File: src/rtl/hex_display_arbiter.sv
// hex_display_arbiter
// Round-robin owner of the two-digit hex display shared by three requesters.
// The winner's byte is captured at grant and held until the next grant. A slot
// ends after HOLD_CYCLES cycles or when the owner drops its request. The
// owner's done bit pulses for one cycle when its slot ends. Every output comes
// straight from a register.

module hex_display_arbiter #(
  parameter int HOLD_CYCLES = 50_000_000,
  parameter int CNT_W       = 26
) (
  input  logic       clk,
  input  logic       rst,
  input  logic [2:0] req,
  input  logic [7:0] data0,
  input  logic [7:0] data1,
  input  logic [7:0] data2,
  output logic [2:0] grant,
  output logic [2:0] done,
  output logic [8:0] disp_word,
  output logic [1:0] disp_src,
  output logic       busy
);

  typedef enum logic [0:0] {
    IDLE = 1'b0,
    SHOW = 1'b1
  } state_t;

  // Terminal count value: the slot ends on the edge where the counter holds it.
  localparam logic [CNT_W-1:0] LAST_CNT = CNT_W'(HOLD_CYCLES - 1);
  localparam logic [1:0]       NO_OWNER = 2'd3;

  // First requesting index after 'last', searching (last+1), (last+2), last.
  // Returns NO_OWNER when nobody is requesting.
  function automatic logic [1:0] pick_winner(input logic [2:0] r, input logic [1:0] last);
    logic [1:0] w;
    w = NO_OWNER;
    case (last)
      2'd0: begin
        if (r[1])      w = 2'd1;
        else if (r[2]) w = 2'd2;
        else if (r[0]) w = 2'd0;
        else           w = NO_OWNER;
      end
      2'd1: begin
        if (r[2])      w = 2'd2;
        else if (r[0]) w = 2'd0;
        else if (r[1]) w = 2'd1;
        else           w = NO_OWNER;
      end
      default: begin
        if (r[0])      w = 2'd0;
        else if (r[1]) w = 2'd1;
        else if (r[2]) w = 2'd2;
        else           w = NO_OWNER;
      end
    endcase
    return w;
  endfunction

  // One-hot code for an owner index; NO_OWNER maps to no bits set.
  function automatic logic [2:0] onehot(input logic [1:0] idx);
    logic [2:0] oh;
    case (idx)
      2'd0:    oh = 3'b001;
      2'd1:    oh = 3'b010;
      2'd2:    oh = 3'b100;
      default: oh = 3'b000;
    endcase
    return oh;
  endfunction

  state_t           state_r,      state_s;
  logic [CNT_W-1:0] cnt_r,        cnt_s;
  logic [1:0]       last_owner_r, last_owner_s;
  logic [2:0]       grant_r,      grant_s;
  logic [2:0]       done_r,       done_s;
  logic [8:0]       disp_word_r,  disp_word_s;
  logic [1:0]       disp_src_r,   disp_src_s;
  logic             busy_r,       busy_s;

  logic [1:0]       winner_s;
  logic [7:0]       winner_data_s;
  logic             owner_req_s;
  logic             slot_end_s;

  // Arbitration result and the byte belonging to the winner.
  always_comb begin
    winner_s      = pick_winner(req, last_owner_r);
    winner_data_s = 8'h00;
    case (winner_s)
      2'd0:    winner_data_s = data0;
      2'd1:    winner_data_s = data1;
      2'd2:    winner_data_s = data2;
      default: winner_data_s = 8'h00;
    endcase
  end

  // Slot end: hold time used up, or the owner has let go of its request.
  always_comb begin
    owner_req_s = |(req & grant_r);
    if ((cnt_r == LAST_CNT) || !owner_req_s) begin
      slot_end_s = 1'b1;
    end else begin
      slot_end_s = 1'b0;
    end
  end

  // Next-state and next-output logic; the grant/exit edges update all outputs together.
  always_comb begin
    state_s      = state_r;
    cnt_s        = cnt_r;
    last_owner_s = last_owner_r;
    grant_s      = grant_r;
    done_s       = 3'b000;
    disp_word_s  = disp_word_r;
    disp_src_s   = disp_src_r;
    busy_s       = busy_r;
    case (state_r)
      IDLE: begin
        if (|req) begin
          state_s     = SHOW;
          grant_s     = onehot(winner_s);
          disp_src_s  = winner_s;
          disp_word_s = {1'b1, winner_data_s};
          cnt_s       = {CNT_W{1'b0}};
          busy_s      = 1'b1;
        end else begin
          state_s     = IDLE;
        end
      end
      SHOW: begin
        if (slot_end_s) begin
          state_s        = IDLE;
          grant_s        = 3'b000;
          done_s         = grant_r;
          last_owner_s   = disp_src_r;
          disp_src_s     = NO_OWNER;
          disp_word_s[8] = 1'b0;
          busy_s         = 1'b0;
        end else begin
          cnt_s = cnt_r + {{(CNT_W-1){1'b0}}, 1'b1};
        end
      end
      default: begin
        state_s        = IDLE;
        grant_s        = 3'b000;
        disp_src_s     = NO_OWNER;
        disp_word_s[8] = 1'b0;
        busy_s         = 1'b0;
        cnt_s          = {CNT_W{1'b0}};
      end
    endcase
  end

  // State and output registers; reset wins over every transition.
  always_ff @(posedge clk) begin
    if (rst) begin
      state_r      <= IDLE;
      cnt_r        <= {CNT_W{1'b0}};
      last_owner_r <= 2'd2;
      grant_r      <= 3'b000;
      done_r       <= 3'b000;
      disp_word_r  <= 9'h000;
      disp_src_r   <= NO_OWNER;
      busy_r       <= 1'b0;
    end else begin
      state_r      <= state_s;
      cnt_r        <= cnt_s;
      last_owner_r <= last_owner_s;
      grant_r      <= grant_s;
      done_r       <= done_s;
      disp_word_r  <= disp_word_s;
      disp_src_r   <= disp_src_s;
      busy_r       <= busy_s;
    end
  end

  assign grant     = grant_r;
  assign done      = done_r;
  assign disp_word = disp_word_r;
  assign disp_src  = disp_src_r;
  assign busy      = busy_r;

endmodule

File: config.mk
export PLATFORM = sky130hd
export DESIGN_NAME = hex_display_arbiter
export DESIGN_NICKNAME = d
export VERILOG_FILES = /design/src/rtl/hex_display_arbiter.sv
export SDC_FILE = /design/constraint.sdc
export NUM_CORES = 1
export LEC_CHECK = 0
export BUFFER_PORTS_ARGS = -buffer_cell sky130_fd_sc_hd__buf_4
export CORE_MARGIN = 4
export CORE_UTILIZATION = 30
export CTS_CLUSTER_SIZE = 25
export DETAILED_ROUTE_END_ITERATION = 10
export PLACE_DENSITY = 0.58
export SLEW_MARGIN = 20
export SYNTH_ARGS = -nofsm -noshare
export SYNTH_HDL_FRONTEND = slang
export SYNTH_SLANG_ARGS = --single-unit
File: constraint.sdc
create_clock -name clk -period 4.6 [get_ports clk]
set_clock_uncertainty 0.15 [all_clocks]
set_input_delay 0.46 -clock clk [delete_from_list [all_inputs] [get_ports clk]]
set_output_delay 0.46 -clock clk [all_outputs]
set_load 0.01 [all_outputs]
==> impl_metrics.tcl <==
set metrics [dict create \
    grt_max_degree 29 \
    cpPeakStageDelay_ns 0.59 \
    postPlaceCellArea_um2 2710 \
    cts_tree "built" \
    synth-compound-area-share_pct 23.1 \
    synth_warnings 0 \
    synth.area.top_cells "dfxtp_1 (40%), a21oi_1 (4.8%), mux2_2 (3.8%), nand3_1 (3.6%), nand2_1 (3.0%)" \
    leakagePower_nw 0.981 \
    core_um2 7730 \
    syn_nets 298 \
    setup_violations 0 \
    synth_seq_cells 47 \
    worst_r2r_path_depth 7 \
    post_synth.cell_area_avg_um2 8.88 \
    drtIter0Drc 96 \
    p_per_area_nw_per_um2 300 \
    numCtsBuffers 5 \
    die_w_um 97.1 \
    report.final.slew_viol_count 0 \
    synth_seq_area_share_pct 39.5 \
    cts_resized 0 \
    synth_top_family_by_area "simple AND/OR/NAND/NOR gates" \
    setup_tns_ns 0 \
    dp_hpwl_um 4350 \
    crit_chain "ha_1 > inv_1 > or4_4 > o21ai_2 > buf_4 > o311ai_0 > a21oi_1" \
    tightest_slew_ns 1.01 \
    relSlewSlack_pct 32.5 \
    vias 2223 \
    first_pass_iters 4 \
    clock-sinks 47 \
    overflow 0 \
    cp_num_cells 7 \
    min_to "disp_word[3]" \
    final_cell_area_um2 2830 \
    fillerInstances 816 \
    path_buf_inv 2 \
    hold_path.class "in -> reg" \
    die_area_um2 9420 \
    initial_core_util_pct 30.8 \
    clk_pin_slew_ns 0.08 \
    drt-wirelength-per-cell_um 15.1 \
    muxShareOfSynthArea_pct 4.21 \
    post-route-drc-count 0 \
    start_kind "flop" \
    clock_latency_ns 0.30 \
    htree_levels 2 \
    slowest_stage "o21ai_2" \
    diodes 0 \
    r2r_end "cnt_r[11]" \
    reg2reg_from "cnt_r[1]" \
    syn_area_um2 2380 \
    routed_wl_um 6170 \
    finalNetCount 335 \
    vdd_drop_max_mv 0.133 \
    grt_pass1_wl_um 10400 \
    drv_cap 0 \
    antenna_left 0 \
    gp_congestion 0.795 \
    rsz0062_at_grt "false" \
    rows 32 \
    synth_most_common_cell "dfxtp_1" \
    rrSetupSlack_ns 1.69 \
    hold_buffers 0 \
    synth_top_area_share_pct 39.5 \
    status "finished, final reports clean" \
    synth-xor-area-share_pct 0 \
    synth-simple-area-share_pct 25.6 \
    io_pins 47 \
    synthAdderAreaFrac_pct 0.526 \
    fmax_ghz 0.344 \
    portBuffers 46 \
    critPathRequiredTime_ns 4.68 \
    cts_setup_buffers 0 \
    area_growth_pct 18.9 \
    synth_cell_types 54 \
    synthTopCellsByCount "dfxtp_1 (47), a21oi_1 (23), nand2_1 (19)" \
    hold_violations 0 \
    synth_cells 268 \
    hold_ws_ns 0.283 \
    synth_largest_area_cell "dfxtp_1" \
    cpLargestDelayFamily "compound AO/OA/AOI/OAI gates" \
    cts_root_buf "clkbuf_8" \
    critPathKind "reg -> reg" \
    grt_pass1_vias 2062 \
    viasPerCell 5.45 \
    fin_crit_ns 2.91 \
    cts_buffer_depth 2 \
    die-height_um 97.1 \
    synth_edf_count 0 \
    grt_usage_pct 13.0 \
    drive_gt1_share_pct 26.8 \
    antenna_found_initial 0 \
    synth_flop_cell "dfxtp_1" \
    finalCritPeriodShare_pct 63.2 \
    holdCritStartpoint "data1[3]" \
    crit_fanout 28 \
    cp.arrival_ns 2.99 \
    holdPathStages 3 \
    worst_setup_path_end_kind "flop" \
    async_flop_share_pct 0 \
]
==> report_power, final <==
group          total, mW  internal [mW]  switching (mW)
Sequential         0.437          0.425          0.0124
Combinational      0.140         0.0627          0.0773
Clock              0.272          0.137           0.135
Total              0.849          0.625           0.224
==> cell usage in the layout (no fill, tap or decap), drive strengths merged, types with 8 or more instances in the layout <==
cell type / n
dfxtp: 47
nor3: 9
nand3: 18
buf: 47
mux2: 8
o21ai: 14
or3: 9
clkbuf: 8
nand2: 20
or4: 10
a21oi: 23
nor2: 17
a221oi: 8
==> worst min-delay path: stages <==
cell	delay [ns]
buf_4	0.07
a221oi_1	0.06
nor2_1	0.10
==> stage by stage <==
stage / worst slack (ns) / instances / total power, mW / utilization (%)
floorplan: 2.42 / 268 / 0.533 / -
finish: 1.69 / 408 / 0.849 / 36.6
global route: 1.45 / 408 / 0.897 / 36.6
detailed placement: 1.76 / 400 / 0.585 / 35.1
global placement: 1.87 / 400 / 0.584 / 35.1
CTS: 1.72 / 408 / 0.858 / 36.4
==> final cells by class <==
class	count	area, µm²	share of cell area (%)
multi-input combinational	198	1280	45.4
sequential	47	941	33.3
timing repair buffer	47	353	12.5
tap	102	128	4.51
clock buffer	8	100	3.54
inverter	6	22.5	0.796
==> layer usage <==
layer	up-vias	part of all wire [%]	track usage (%)
met3	5	2.6	2.23
met2	33	50	22.2
li1	1121	-	-
met4	0	0.99	3.67
met5	-	0	0
met1	1064	46	16.9
==> flip-flops by register name (all words and copies together) (netlist names) <==
signal and cells:
busy 1, cnt_r 26, disp_src 2, disp_word 9
done 3, grant 3, last_owner_r 2, state_r 1
==> how the worst max path moves through the flow <==
stage / startpoint / endpoint / slack (ns)
2_1_floorplan: cnt_r[0] / cnt_r[13] / 2.42
3_3_place_gp: cnt_r[0] / cnt_r[9] / 1.87
3_5_place_dp: cnt_r[0] / cnt_r[11] / 1.76
4_1_cts: cnt_r[0] / cnt_r[11] / 1.72
5_1_grt: cnt_r[0] / cnt_r[11] / 1.45
6_report: cnt_r[1] / cnt_r[11] / 1.69
==> kinds of logic (layout without fill, tap and decap cells) <==
logic type               Yosys count  after routing
flip-flops                        47             47
multiplexers                       9              9
adder cells (fa/ha/maj)            1              1
AND/OR/NAND/NOR                  108            108
buffers and inverters             23             61
AO/OA/AOI/OAI                     80             80
Note: power is estimated with default switching activity, not from simulation.
